$ cat config.mk
export PLATFORM = sky130hd
export DESIGN_NAME = alu4_writeback
export DESIGN_NICKNAME = d
export VERILOG_FILES = /design/src/rtl/alu4_writeback.sv
export SDC_FILE = /design/constraint.sdc
export NUM_CORES = 1
export LEC_CHECK = 0
export BUFFER_PORTS_ARGS = -buffer_cell sky130_fd_sc_hd__buf_2
export CAP_MARGIN = 40
export CORE_ASPECT_RATIO = 1.2
export CORE_MARGIN = 8
export CORE_UTILIZATION = 47
export DETAILED_ROUTE_END_ITERATION = 10
export PLACE_DENSITY = 0.75
export SYNTH_ARGS = -nofsm -noshare
export SYNTH_HDL_FRONTEND = slang
export SYNTH_SLANG_ARGS = --single-unit
export TNS_END_PERCENT = 50
$ cat constraint.sdc
create_clock -name clk -period 1.45 [get_ports clk]
set_input_delay 0.2175 -clock clk [delete_from_list [all_inputs] [get_ports clk]]
set_output_delay 0.2175 -clock clk [all_outputs]
set_load 0.1 [all_outputs]
$ cat src/rtl/alu4_writeback.sv
// Operand fetch, ALU handshake and writeback sequencer for a 4x4-bit register file; ALU4_WB_OVF_TRAP_EN enables a sticky overflow trap.
// Latency: done is high in the second cycle after the accepting edge (IDLE->EXEC->WB), one instruction per 3 cycles.
// Backpressure: in_ready is high only in IDLE with no trap pending; ena low freezes every state element.
module alu4_writeback #(
    parameter int NREG = 4
) (
    input  logic       clk,
    input  logic       rst_n,
    input  logic       ena,
    input  logic       in_valid,
    output logic       in_ready,
    input  logic [3:0] in_op,
    input  logic [1:0] in_rd,
    input  logic [1:0] in_rs,
    input  logic       in_imm_sel,
    input  logic [3:0] in_imm,
    input  logic       in_nowb,
    output logic [3:0] alu_op,
    output logic [3:0] alu_a,
    output logic [3:0] alu_b,
    output logic       alu_cin,
    output logic       alu_rin,
    input  logic [3:0] alu_res,
    input  logic       alu_cout,
    input  logic       alu_rout,
    input  logic       alu_v,
    input  logic       alu_z,
    input  logic [1:0] rd_sel,
    output logic [3:0] rd_data,
    output logic [3:0] flags,
    output logic       done,
    output logic       trap
);

    localparam logic [1:0] S_IDLE = 2'd0;
    localparam logic [1:0] S_EXEC = 2'd1;
    localparam logic [1:0] S_WB   = 2'd2;

    localparam int FLAG_C  = 0;
    localparam int FLAG_RC = 1;

    logic [1:0] r_state;
    logic [3:0] r_regs [NREG];
    logic [3:0] r_flags;

    logic [3:0] r_alu_op;
    logic [3:0] r_alu_a;
    logic [3:0] r_alu_b;
    logic       r_alu_cin;
    logic       r_alu_rin;
    logic [1:0] r_rd;
    logic       r_nowb;

    // Holding registers: ALU outputs captured in EXEC, committed in WB.
    logic [3:0] r_res;
    logic       r_cout;
    logic       r_rout;
    logic       r_v;
    logic       r_z;

    logic       w_trap;
    logic       w_in_ready;
    logic       w_accept;
    logic       w_ovf_block;
    logic       w_reg_write;
    logic [3:0] w_b_operand;

`ifdef ALU4_WB_OVF_TRAP_EN
    logic r_trap;

    // A writing instruction that overflows is squashed and locks the input.
    assign w_ovf_block = r_v & ~r_nowb;
    assign w_trap      = r_trap;

    always_ff @(posedge clk or negedge rst_n) begin
        if (!rst_n) begin
            r_trap <= 1'b0;
        end else if (ena && (r_state == S_WB) && w_ovf_block) begin
            r_trap <= 1'b1;
        end
    end
`else
    assign w_ovf_block = 1'b0;
    assign w_trap      = 1'b0;
`endif

    assign w_in_ready  = (r_state == S_IDLE) & ~w_trap;
    assign w_accept    = in_valid & w_in_ready & ena;
    assign w_reg_write = ~r_nowb & ~w_ovf_block;
    assign w_b_operand = in_imm_sel ? in_imm : r_regs[in_rs];

    always_ff @(posedge clk or negedge rst_n) begin
        if (!rst_n) begin
            r_state   <= S_IDLE;
            r_flags   <= 4'd0;
            r_alu_op  <= 4'd0;
            r_alu_a   <= 4'd0;
            r_alu_b   <= 4'd0;
            r_alu_cin <= 1'b0;
            r_alu_rin <= 1'b0;
            r_rd      <= 2'd0;
            r_nowb    <= 1'b0;
            r_res     <= 4'd0;
            r_cout    <= 1'b0;
            r_rout    <= 1'b0;
            r_v       <= 1'b0;
            r_z       <= 1'b0;
            for (int i = 0; i < NREG; i++) begin
                r_regs[i] <= 4'd0;
            end
        end else if (ena) begin
            case (r_state)
                S_IDLE: begin
                    if (w_accept) begin
                        r_alu_op  <= in_op;
                        r_alu_a   <= r_regs[in_rd];
                        r_alu_b   <= w_b_operand;
                        r_alu_cin <= r_flags[FLAG_C];
                        r_alu_rin <= r_flags[FLAG_RC];
                        r_rd      <= in_rd;
                        r_nowb    <= in_nowb;
                        r_state   <= S_EXEC;
                    end
                end
                S_EXEC: begin
                    r_res   <= alu_res;
                    r_cout  <= alu_cout;
                    r_rout  <= alu_rout;
                    r_v     <= alu_v;
                    r_z     <= alu_z;
                    r_state <= S_WB;
                end
                S_WB: begin
                    r_flags <= {r_z, r_v, r_rout, r_cout};
                    if (w_reg_write) begin
                        r_regs[r_rd] <= r_res;
                    end
                    r_state <= S_IDLE;
                end
                default: begin
                    r_state <= S_IDLE;
                end
            endcase
        end
    end

    assign in_ready = w_in_ready;
    assign done     = (r_state == S_WB) & ena;
    assign trap     = w_trap;
    assign flags    = r_flags;
    assign rd_data  = r_regs[rd_sel];
    assign alu_op   = r_alu_op;
    assign alu_a    = r_alu_a;
    assign alu_b    = r_alu_b;
    assign alu_cin  = r_alu_cin;
    assign alu_rin  = r_alu_rin;

endmodule
# Yosys cells after proc, flatten, opt, wreduce, memory -nomap -nowiden
# Index checks and enable logic that the tools add are counted.
# op_classes
n_addsub	0
n_mul	0
div_mod_pow	0
magnitude_cmp	5
eq_ne	3
shifts	0
n_mux	15
n_bitwise	8
reduce_logical	7
# ops
operator	count
$mux W4	8
$bmux W4 S2	3
$bwmux W16	1
$ge A3 B3 Y1 const B	4
$not A2 Y3	4
$demux W4 S2	1
$reduce_and A2 Y1	3
$reduce_and A3 Y1	2
$pmux W2 S2	1
$and A1 B1 Y1	3
$lt A3 B1 Y1 const B	1
$eq A2 B1 Y1 const B	1
$eq A2 B2 Y1 const B	1
$logic_not A2 Y1	1
$mux W2	1
$ne A2 B1 Y1 const B	1
$logic_and A1 B1 Y1	1
$not A1 Y1	1
# word_totals
regBits	47
latch_bits	0
ramBits	0
mem_bits_ro	0
inputBits	28
out_inout_bits	25
elab_cells	56
memories	0

# Longest topological paths before layout
# Gate-level depths: netlist of the first run.
# depth
word_depth	6
depth_mapped	4
ltp_nobuf	3

# Least setup slack after synthesis of the first run
# Ideal clock, no wire load.
# synth_timing
kind	reg-to-output
from	register r_state[0]
to	output port in_ready
arrival_time_ns	1.656
t_required_ns	1.233
setup_slack_ns	-0.423
path_stages_with_launch	2
path_buffers	0
path_cell_list	dfrtp_1 > nor2_1
# synth_between
elab_chain_cells	1
# synth_lines
item	line_no	source
start: declaration	42	logic [1:0] r_state;
start signal: assignment	94	r_state <= S_IDLE;
start signal: assignment	122	r_state <= S_EXEC;
start signal: assignment	131	r_state <= S_WB;
$logic_not A2 Y1	87	assign w_in_ready = (r_state == S_IDLE) & ~w_trap;
end: declaration	11	output logic in_ready,
# No other way between the ends.

# Worst setup path in the final report of the first run
# layout_timing
from	register r_state[0]
to	register r_regs[13] (netlist name)
# layout_between
elab_chain_cells	2
# layout_lines
item	line_no	source
$eq A2 B2 Y1	112	case (r_state)
$reduce_and A3 Y1 (no source line)	--	
end signal: indexed assignment	136	r_regs[r_rd] <= r_res;
end: declaration	43	logic [3:0] r_regs [NREG];
# No other way between the ends.
# A chain may end at the register's enable or synchronous reset.

==> impl_metrics.py, run 1 <==
metrics = {
    "power_and_ir_drop": {
        "total_power_mw": 6.99,
        "power_leakage_nw": 1.48,
        "ir_drop_mv": 1.62,
        "powerDensity_nw_per_um2": 2330,
    },
    "outcome": {
        "status": "finished with violations",
        "violations": "negative setup slack",
    },
    "layout": {
        "n_fill_cell": 297,
        "fin_area_um2": 3000,
        "n_antenna_cell": 0,
        "syn_to_final_growth_pct": 40.0,
        "nets": 244,
        "drive_gt1_share_pct": 68.7,
        "utilization_pct": 66.7,
    },
    "logic_synthesis": {
        "synth-compound-area-share_pct": 1.52,
        "netlist_top_cells_area": "dfrtp_1 55%, mux2_2 19%, mux4_2 13%",
        "synth_most_common_cell": "dfrtp_1",
        "yosys.area_share.xor_xnor_pct": 0,
        "yosysWarnings": 0,
        "synth_top_family_by_area": "multiplexers",
        "synth_edf_count": 0,
        "netlist_area_um2": 2140,
        "synth.top_cell.area_share_pct": 55.0,
        "ys_seq_area_share_pct": 55.0,
        "synth_cell_type_count": 20,
        "synth-seq-cells": 47,
        "synthMuxAreaShare_pct": 36.8,
        "synth_fa_ha_area_share_pct": 0,
        "syn_nets": 160,
        "synthSimpleGateAreaFrac_pct": 4.39,
        "synth_largest_area_cell": "dfrtp_1",
        "synth_ff_type": "dfrtp_1",
        "ys_top_cells_by_count": "47 x dfrtp_1, 37 x mux2_2, 12 x mux4_2",
        "netlist_instances": 132,
        "async_flop_share_pct": 100,
        "avgSynthCellArea_um2": 16.2,
    },
    "critical_path": {
        "path_max_fanout": 4,
        "cp_slowest_stage_delay_ps": 410,
        "end_kind": "flop",
        "crit_top_cell": "buf_6",
        "cp-start-kind": "flop",
        "arrival_ps": 1840,
        "critPathRequiredTime_ps": 1630,
        "path_cells": "buf_6, and4bb_2, nor3b_4, buf_6, mux2_4",
        "critPathKind": "flop to flop",
        "crit_slowest_cell": "dfrtp_1",
    },
    "clock_tree": {
        "ctsRootBufferMaster": "clkbuf_8",
        "cts_buffers": 5,
        "cts.htree.levels": 2,
        "clk_pin_slew_worst_paths_ps": 90,
        "worstSkewPairLatency_ps": 300,
        "cts_buffer_depth": 2,
        "clock_sinks": 47,
        "cts_tree": "done",
    },
    "sta": {
        "hold_viol_final": 0,
        "timing.final.crit_period_ps": 1660,
        "setup_tns_ps": -3730,
        "maxSlewViolCount": 0,
        "min_period_over_period_pct": 114,
        "skew_ps": 11.4,
        "max_freq_mhz": 604,
        "final-setup-viol-count": 35,
        "rsz0062_at_grt": "true",
        "setup_ws_ps": -205,
    },
    "grt": {
        "grt_pass1_wl_mm": 8.47,
        "grt_start_max_net_pins": 48,
        "grt_util_all_layers_pct": 15.5,
        "antenna_found_initial": 0,
        "grt_overflow": 0,
        "grt_pass1_vias": 1572,
    },
    "die": {
        "die_w_um": 77.6,
        "die_area_um2": 6980,
        "die_h_um": 89.9,
        "io-pin-count": 53,
        "start_util_pct": 47.6,
        "core_area_um2": 4490,
        "rows": 27,
    },
    "route": {
        "dr.pass1.iters": 4,
        "vias": 1482,
        "viasPerCell": 5.39,
        "drc": 0,
        "drt-initial-drc-count": 36,
        "wire_per_inst_um": 19.9,
        "finalWirelength_mm": 5.47,
        "postRouteAntennaNets": 0,
    },
    "placement": {
        "numPortBuffers": 51,
        "hpwl_mm": 3.49,
        "postPlaceCellArea_um2": 2570,
        "place_congestion": 0.824,
        "place_ws_ps": -38.2,
    },
    "job": {
        "drv_cap": 0,
    },
    "hold_path": {
        "hold_class": "input port to flop",
    },
}
==> critical path, delay by kind of cell (launching register included) <==
family / cells / cell delay [ps]
multiplexers: 1 / 300
flip-flops: 1 / 410
AND/OR/NAND/NOR: 2 / 540
buffers and inverters: 2 / 280
==> state kept, by name, summed over array words and instances (netlist names), 2 cells and up <==
signal,flops
alu_a,4
r_regs,16
r_rd,2
r_state,2
r_res,4
alu_b,4
flags,4
alu_op,4
==> cells in the final DEF (no fill, tap or decap) <==
cell type      synthesis  routed
dfrtp_1               47      47
buf_2                  1      45
mux2_4                 4      22
buf_4                  2      21
mux2_2                37      19
mux4_2                12      12
buf_12                 0       7
clkbuf_8               0       6
buf_6                  1       6
mux2i_1                4       4
nor2_1                 5       4
a21oi_1                4       4
inv_1                  3       2
nand3_2                0       2
and4bb_2               2       2
nand3b_1               2       2
buf_8                  0       2
nor2_4                 0       1
or3_4                  0       1
inv_4                  0       1
nor3b_4                1       1
a21o_1                 1       1
o21ai_0                1       1
conb_1                 1       1
clkinv_4               0       1
clkbuf_1               1       1
dlygate4sd3_1          0       1
==> logic make-up after synthesis <==
family | after synthesis
mux | 57
simple gates | 13
buf+inv | 8
flops | 47
compound gates | 6
other cells | 1
==> per-layer routing <==
layer | share of wire [%] | vias up | global-route usage, %
met5 | 0 | - | 0
met2 | 58 | 41 | 29.7
met4 | 2.0 | 0 | 5.36
met3 | 4.4 | 11 | 4.68
met1 | 35 | 772 | 14.7
li1 | - | 658 | -
==> area by class of cell <==
cell class / count / area (µm²) / area share (%)
clock buffer: 7 / 86.3 / 2.88
inverter: 3 / 13.8 / 0.459
timing repair buffer: 82 / 631 / 21.1
multi-input combinational: 77 / 1010 / 33.6
sequential: 47 / 1180 / 39.3
clock inverter: 1 / 8.76 / 0.292
tap: 58 / 72.6 / 2.42
==> stage by stage <==
| stage | std cells | hold WS [ps] |
|---|---|---|
| after floorplan | 132 | -78.1 |
| after global placement | 245 | 208 |
| after detailed placement | 245 | 224 |
| after CTS | 267 | 137 |
| after global routing | 275 | 132 |
| final | 275 | 140 |
==> worst paths after layout <==
check | start | to | slack, ps | cells past startpoint
setup / recovery | r_state[0] | r_regs[13] | -210 | 5
hold / removal | alu_z | r_z | 140 | 2
setup reg to reg | r_state[0] | r_regs[13] | -210 | 5
hold reg to reg | alu_a[2] | alu_a[2] | 510 | 1
max in group asynchronous | rst_n | r_regs[13] | 780 | 3
min in group asynchronous | rst_n | alu_op[1] | 450 | 3
==> report_power, final <==
group / switching (mW) / leakage, nW / internal (mW)
clock network: 0.424 / 0.0484 / 0.391
logic: 2.59 / 0.839 / 1.36
registers: 0.415 / 0.588 / 1.82
total: 3.42 / 1.48 / 3.57
==> repair_timing <==
item	in CTS	in global routing
hold buffers	1	0
endpoints found under the hold margin	47	0
buffers inserted	13	8
gates resized for setup	34	10
setup endpoints to repair	25	35
pin swaps	3	1
(Power assumes the default switching activity.)
==> run 2: changes to the inputs <==
CORE_UTILIZATION = 34   (was 47)
PLACE_DENSITY = not set   (was 0.75)
==> run 2 against run 1 <==
Critical path depth fell by 3; die area up 30%; fmax grew 1.4%; the run still ends with negative setup slack left; count of clock-buffer cells in the layout decreased by 1; worst setup slack better by 23 ps; utilization down 16 points; critical endpoint is now rd_data[0]; largest cell class unchanged; largest power group unchanged; worst hold slack improved by 5.4 ps; wire length shrank 8.6%; highest routed layer unchanged; sequential share of layout area is 1.1 points lower; clock skew fell by 8.0 ps; via count shrank 4.6%.
==> impl_metrics.py, run 2 (synthesis gave the netlist of run 1 again) <==
metrics = {
    "die": {
        "start_util_pct": 35.4,
        "rows": 31,
        "die_area_um2": 9100,
        "io-pin-count": 53,
        "die_h_um": 103,
        "die_w_um": 88.4,
        "core_area_um2": 6050,
    },
    "layout": {
        "syn_to_final_growth_pct": 44.0,
        "drive_gt1_share_pct": 68.6,
        "fin_area_um2": 3080,
        "n_antenna_cell": 0,
        "largest_reg_flops": 16,
        "n_fill_cell": 553,
        "utilization_pct": 50.9,
        "registers.top_by_ff_count": "r_regs",
        "most-common-layout-cells": "47 x dfrtp_1, 45 x buf_2, 23 x buf_4, 22 x mux2_4, 19 x mux2_2",
        "layout_commonest_cell": "dfrtp_1",
        "nets": 247,
    },
    "sta": {
        "rsz0062_at_grt": "true",
        "timing.final.crit_period_ps": 1630,
        "skew_ps": 3.46,
        "final-setup-viol-count": 37,
        "maxSlewViolCount": 0,
        "setup_ws_ps": -182,
        "max_freq_mhz": 613,
        "min_period_over_period_pct": 113,
        "hold_viol_final": 0,
    },
    "grt": {
        "grt_use_met2_pct": 20.1,
        "grt_start_max_net_pins": 48,
        "grt-busiest-layer": "met2",
        "gr-usage-met3_pct": 1.99,
        "grt_pass1_vias": 1540,
        "use_met1_pct": 13.2,
        "grt_overflow": 0,
        "antenna_found_initial": 0,
        "grt_pass1_wl_mm": 7.96,
        "grt_util_all_layers_pct": 11.5,
    },
    "critical_path": {
        "r2r_slack_ps": -160,
        "cp_slowest_stage_delay_ps": 520,
        "reg2reg_to": "flags[2]",
        "r2r_start": "r_state[0]",
        "path_buf_inv": 1,
        "reg2reg_depth": 5,
        "cp-start-kind": "flop",
        "critPathKind": "flop to primary output",
        "crit_slowest_cell": "mux4_2",
        "critPathRequiredTime_ps": 1230,
        "critical_path.top_delay_family": "multiplexers",
        "path_max_fanout": 2,
        "path_cells": "mux4_2, buf_12",
        "critPathLaunch": "r_regs[0]",
        "end_kind": "primary output",
        "arrival_ps": 1410,
    },
    "clock_tree": {
        "clk_pin_slew_worst_paths_ps": 80,
        "worstSkewPairLatency_ps": 300,
        "cts_tree": "done",
        "cts_buffer_depth": 2,
        "clock_sinks": 47,
        "ctsRootBufferMaster": "clkbuf_8",
        "cts_buffers": 5,
        "cts.htree.levels": 2,
    },
    "power_and_ir_drop": {
        "total_power_mw": 7.21,
        "ir_drop_mv": 0.764,
        "power_leakage_nw": 1.51,
        "powerDensity_nw_per_um2": 2340,
    },
    "placement": {
        "postPlaceCellArea_um2": 2620,
        "place_congestion": 0.735,
        "hpwl_mm": 3.53,
        "numPortBuffers": 51,
    },
    "route": {
        "postRouteAntennaNets": 0,
        "dr.pass1.iters": 4,
        "wire_per_inst_um": 16.5,
        "finalWirelength_mm": 5.00,
        "vias": 1414,
        "drc": 0,
        "drt-initial-drc-count": 68,
        "viasPerCell": 4.68,
    },
    "hold_path": {
        "whs_path_depth": 2,
        "hp-start": "alu_cout",
        "hold_class": "input port to flop",
        "hold_end": "r_cout",
    },
    "job": {
        "drv_cap": 0,
    },
    "outcome": {
        "status": "finished with violations",
        "violations": "negative setup slack",
    },
}
[run 2: report_power, final]
part           internal [mW]  switching, mW
Combinational           1.36           2.56
Sequential              1.82          0.364
Clock                  0.689          0.429
[run 2: per-layer routing]
metal,vias up,wire length [µm]
li1,668,-
met1,718,2010
met2,23,2740
met3,5,169
met4,0,78
met5,-,0
[run 2: per-stage QoR]
step                setup WS [ps]  hold slack, ps  setup TNS, ps  cells
floorplan                    -288           -78.1           -288    132
global placement            -56.7             219           -261    272
detailed placement          -78.0             221           -316    272
CTS                          -214             131          -1850    293
global route                 -212             137          -4240    302
finish                       -182             145          -2860    302
[run 2: what timing repair did]
action                                  in CTS  in global routing
endpoints found under the setup margin      24                 39
hold buffers                                 1                  0
resized for setup                           36                  7
pin swaps                                    3                  3
endpoints found under the hold margin       47                  0
buffers inserted                            12                  9
[run 2: how the worst max path moves through the flow]
stage | end | depth (start not counted)
2_1_floorplan | done | 4
3_3_place_gp | r_regs[13] | 3
3_5_place_dp | r_regs[13] | 3
4_1_cts | rd_data[0] | 2
5_1_grt | rd_data[0] | 2
6_report | rd_data[0] | 2
[run 2: area by class of cell]
cell class / count / area, µm² / share of cell area, %
inverters: 3 / 13.8 / 0.447
flip-flops and latches: 47 / 1180 / 38.2
well taps: 82 / 103 / 3.33
repair buffers: 85 / 653 / 21.2
clock buffers: 6 / 72.6 / 2.36
clock inverters: 2 / 60.1 / 1.95
multi-input cells: 77 / 1000 / 32.5
==> run 3: changes to the inputs <==
clock period = 1.55 ns   (was 1.45 ns; I/O delays follow)
==> run 3 against run 2 <==
The flow still finishes with violations (negative setup slack); sequential cell count did not move; wire length is 1.9% lower; count of clock-buffer cells in the layout unchanged; first-iteration DRC count rose by 110%; final cell count decreased by 3.0%; utilization decreased by 3.1 points; sequential share of layout area increased by 2.5 points; global-route usage is essentially flat; worst setup slack improved by 64 ps; clock power down 7%; final area shrank 6.1%; via count down 2.3%; largest power group unchanged.
==> impl_metrics.py, run 3 (synthesis gave the netlist of run 1 again) <==
metrics = {
    "critical_path": {
        "critical_path.top_delay_family": "multiplexers",
        "arrival_ps": 1440,
        "critPathRequiredTime_ps": 1320,
        "crit_slowest_cell": "mux4_2",
        "end_kind": "primary output",
        "path_cells": "mux4_2, buf_12",
        "cp-start-kind": "flop",
        "cp_slowest_stage_delay_ps": 530,
        "path_buf_inv": 1,
        "path_max_fanout": 2,
        "critPathKind": "flop to primary output",
    },
    "clock_tree": {
        "clk_pin_slew_worst_paths_ps": 90,
        "cts_tree": "done",
        "ctsRootBufferMaster": "clkbuf_8",
        "cts_buffer_depth": 2,
        "cts.htree.levels": 2,
        "worstSkewPairLatency_ps": 300,
        "clock_sinks": 47,
        "cts_buffers": 5,
    },
    "sta": {
        "whs_ps": 158,
        "max_freq_mhz": 599,
        "min_period_over_period_pct": 108,
        "maxSlewViolCount": 0,
        "setup_ws_ps": -119,
        "hold_viol_final": 0,
        "rsz0062_at_grt": "true",
        "skew_ps": 9.13,
        "setup_tns_ps": -400,
        "final-setup-viol-count": 5,
        "timing.final.crit_period_ps": 1670,
    },
    "grt": {
        "grt_pass1_wl_mm": 7.91,
        "antenna_found_initial": 0,
        "grt_util_all_layers_pct": 11.5,
        "grt_overflow": 0,
        "grt_start_max_net_pins": 48,
        "grt_pass1_vias": 1490,
    },
    "power_and_ir_drop": {
        "power_frac_seq_pct": 31.3,
        "sw_frac_of_total_pct": 47.1,
        "power_leakage_nw": 1.40,
        "p_clk_share_pct": 15.9,
        "power.internal_mw": 3.48,
        "ir_drop_mv": 1.14,
        "combPwrFrac_pct": 52.9,
        "p_sw_mw": 3.10,
        "powerDensity_nw_per_um2": 2270,
    },
    "layout": {
        "nets": 238,
        "n_antenna_cell": 0,
        "syn_to_final_growth_pct": 35.3,
        "registers.top_by_ff_count": "r_regs",
        "utilization_pct": 47.8,
        "most-common-layout-cells": "47 x dfrtp_1, 45 x buf_2, 33 x mux2_2, 22 x buf_4, 12 x mux4_2",
        "layout_commonest_cell": "dfrtp_1",
        "largest_reg_flops": 16,
        "drive_gt1_share_pct": 66.8,
        "fin_area_um2": 2890,
    },
    "placement": {
        "numPortBuffers": 51,
        "place_congestion": 0.782,
        "place_ws_ps": 17.1,
        "postPlaceCellArea_um2": 2530,
        "hpwl_mm": 3.52,
    },
    "hold_path": {
        "hold_class": "input port to flop",
    },
    "route": {
        "dr.pass1.iters": 4,
        "wire_per_inst_um": 16.7,
        "drc": 0,
        "viasPerCell": 4.72,
        "vias": 1382,
        "postRouteAntennaNets": 0,
        "finalWirelength_mm": 4.90,
        "drt-initial-drc-count": 141,
    },
    "die": {
        "die_area_um2": 9100,
        "rows": 31,
        "core_area_um2": 6050,
        "io-pin-count": 53,
        "die_w_um": 88.4,
        "die_h_um": 103,
        "start_util_pct": 35.4,
    },
    "job": {
        "drv_cap": 0,
    },
    "outcome": {
        "status": "finished with violations",
        "violations": "negative setup slack",
    },
}
## run 3: cell count changes in the layout (fill, tap and decap cells not counted), moves of 3 or more
cell and delta:
mux2_2 +14, buf_6 -5, buf_12 -3, mux2_4 -14
## run 3: area by class of cell
cell class / instances / area [µm²]
Fill cell: 567 / 3160
Sequential cell: 47 / 1180
Multi-Input combinational cell: 77 / 940
Timing Repair Buffer: 76 / 529
Tap cell: 82 / 103
Clock buffer: 6 / 72.6
Clock inverter: 2 / 60.1
Inverter: 3 / 13.8
## run 3: worst paths after layout
| kind | start | end | slack (ps) | cells past startpoint |
|---|---|---|---|---|
| setup / recovery | r_regs[0] | rd_data[0] | -120 | 2 |
| hold / removal | alu_v | r_v | 160 | 2 |
| setup reg to reg | r_state[1] | r_regs[13] | 0 | 4 |
| hold reg to reg | alu_op[2] | alu_op[2] | 500 | 1 |
| max in group asynchronous | rst_n | r_rd[0] | 880 | 3 |
| min in group asynchronous | rst_n | r_regs[3] | 440 | 3 |
## run 3: power by group through the flow
| stage | Sequential, mW | Combinational, mW | Clock [mW] |
|---|---|---|---|
| 2_1_floorplan | 3.44 | 1.14 | 0 |
| 3_3_place_gp | 2.13 | 3.01 | 0 |
| 3_5_place_dp | 2.13 | 3.03 | 0 |
| 4_1_cts | 2.06 | 3.31 | 1.08 |
| 5_1_grt | 2.14 | 3.62 | 1.12 |
| 6_report | 2.06 | 3.48 | 1.04 |
## run 3: metrics by stage
stage | instances | power, mW
floorplan | 132 | 4.58
detailed placement | 265 | 5.17
finish | 293 | 6.58
global placement | 265 | 5.14
global route | 293 | 6.87
CTS | 284 | 6.45
## run 3: timing repair
action | 4_1_cts | 5_1_grt
endpoints found under the setup margin | 6 | 18
hold endpoints to repair | 47 | 0
buffers inserted | 10 | 9
hold buffers | 1 | 0
pin swaps | 1 | 0
gates resized for setup | 15 | 8
## run 3: metal layers
| metal | vias to the layer above | global-route usage [%] | part of all wire, % | wire length (µm) |
|---|---|---|---|---|
| met5 | - | 0 | 0 | 0 |
| met1 | 692 | 12.9 | 39 | 1910 |
| met2 | 35 | 20.7 | 55 | 2700 |
| met3 | 5 | 1.75 | 4.4 | 214 |
| met4 | 0 | 5.22 | 1.6 | 79 |
| li1 | 650 | - | - | - |
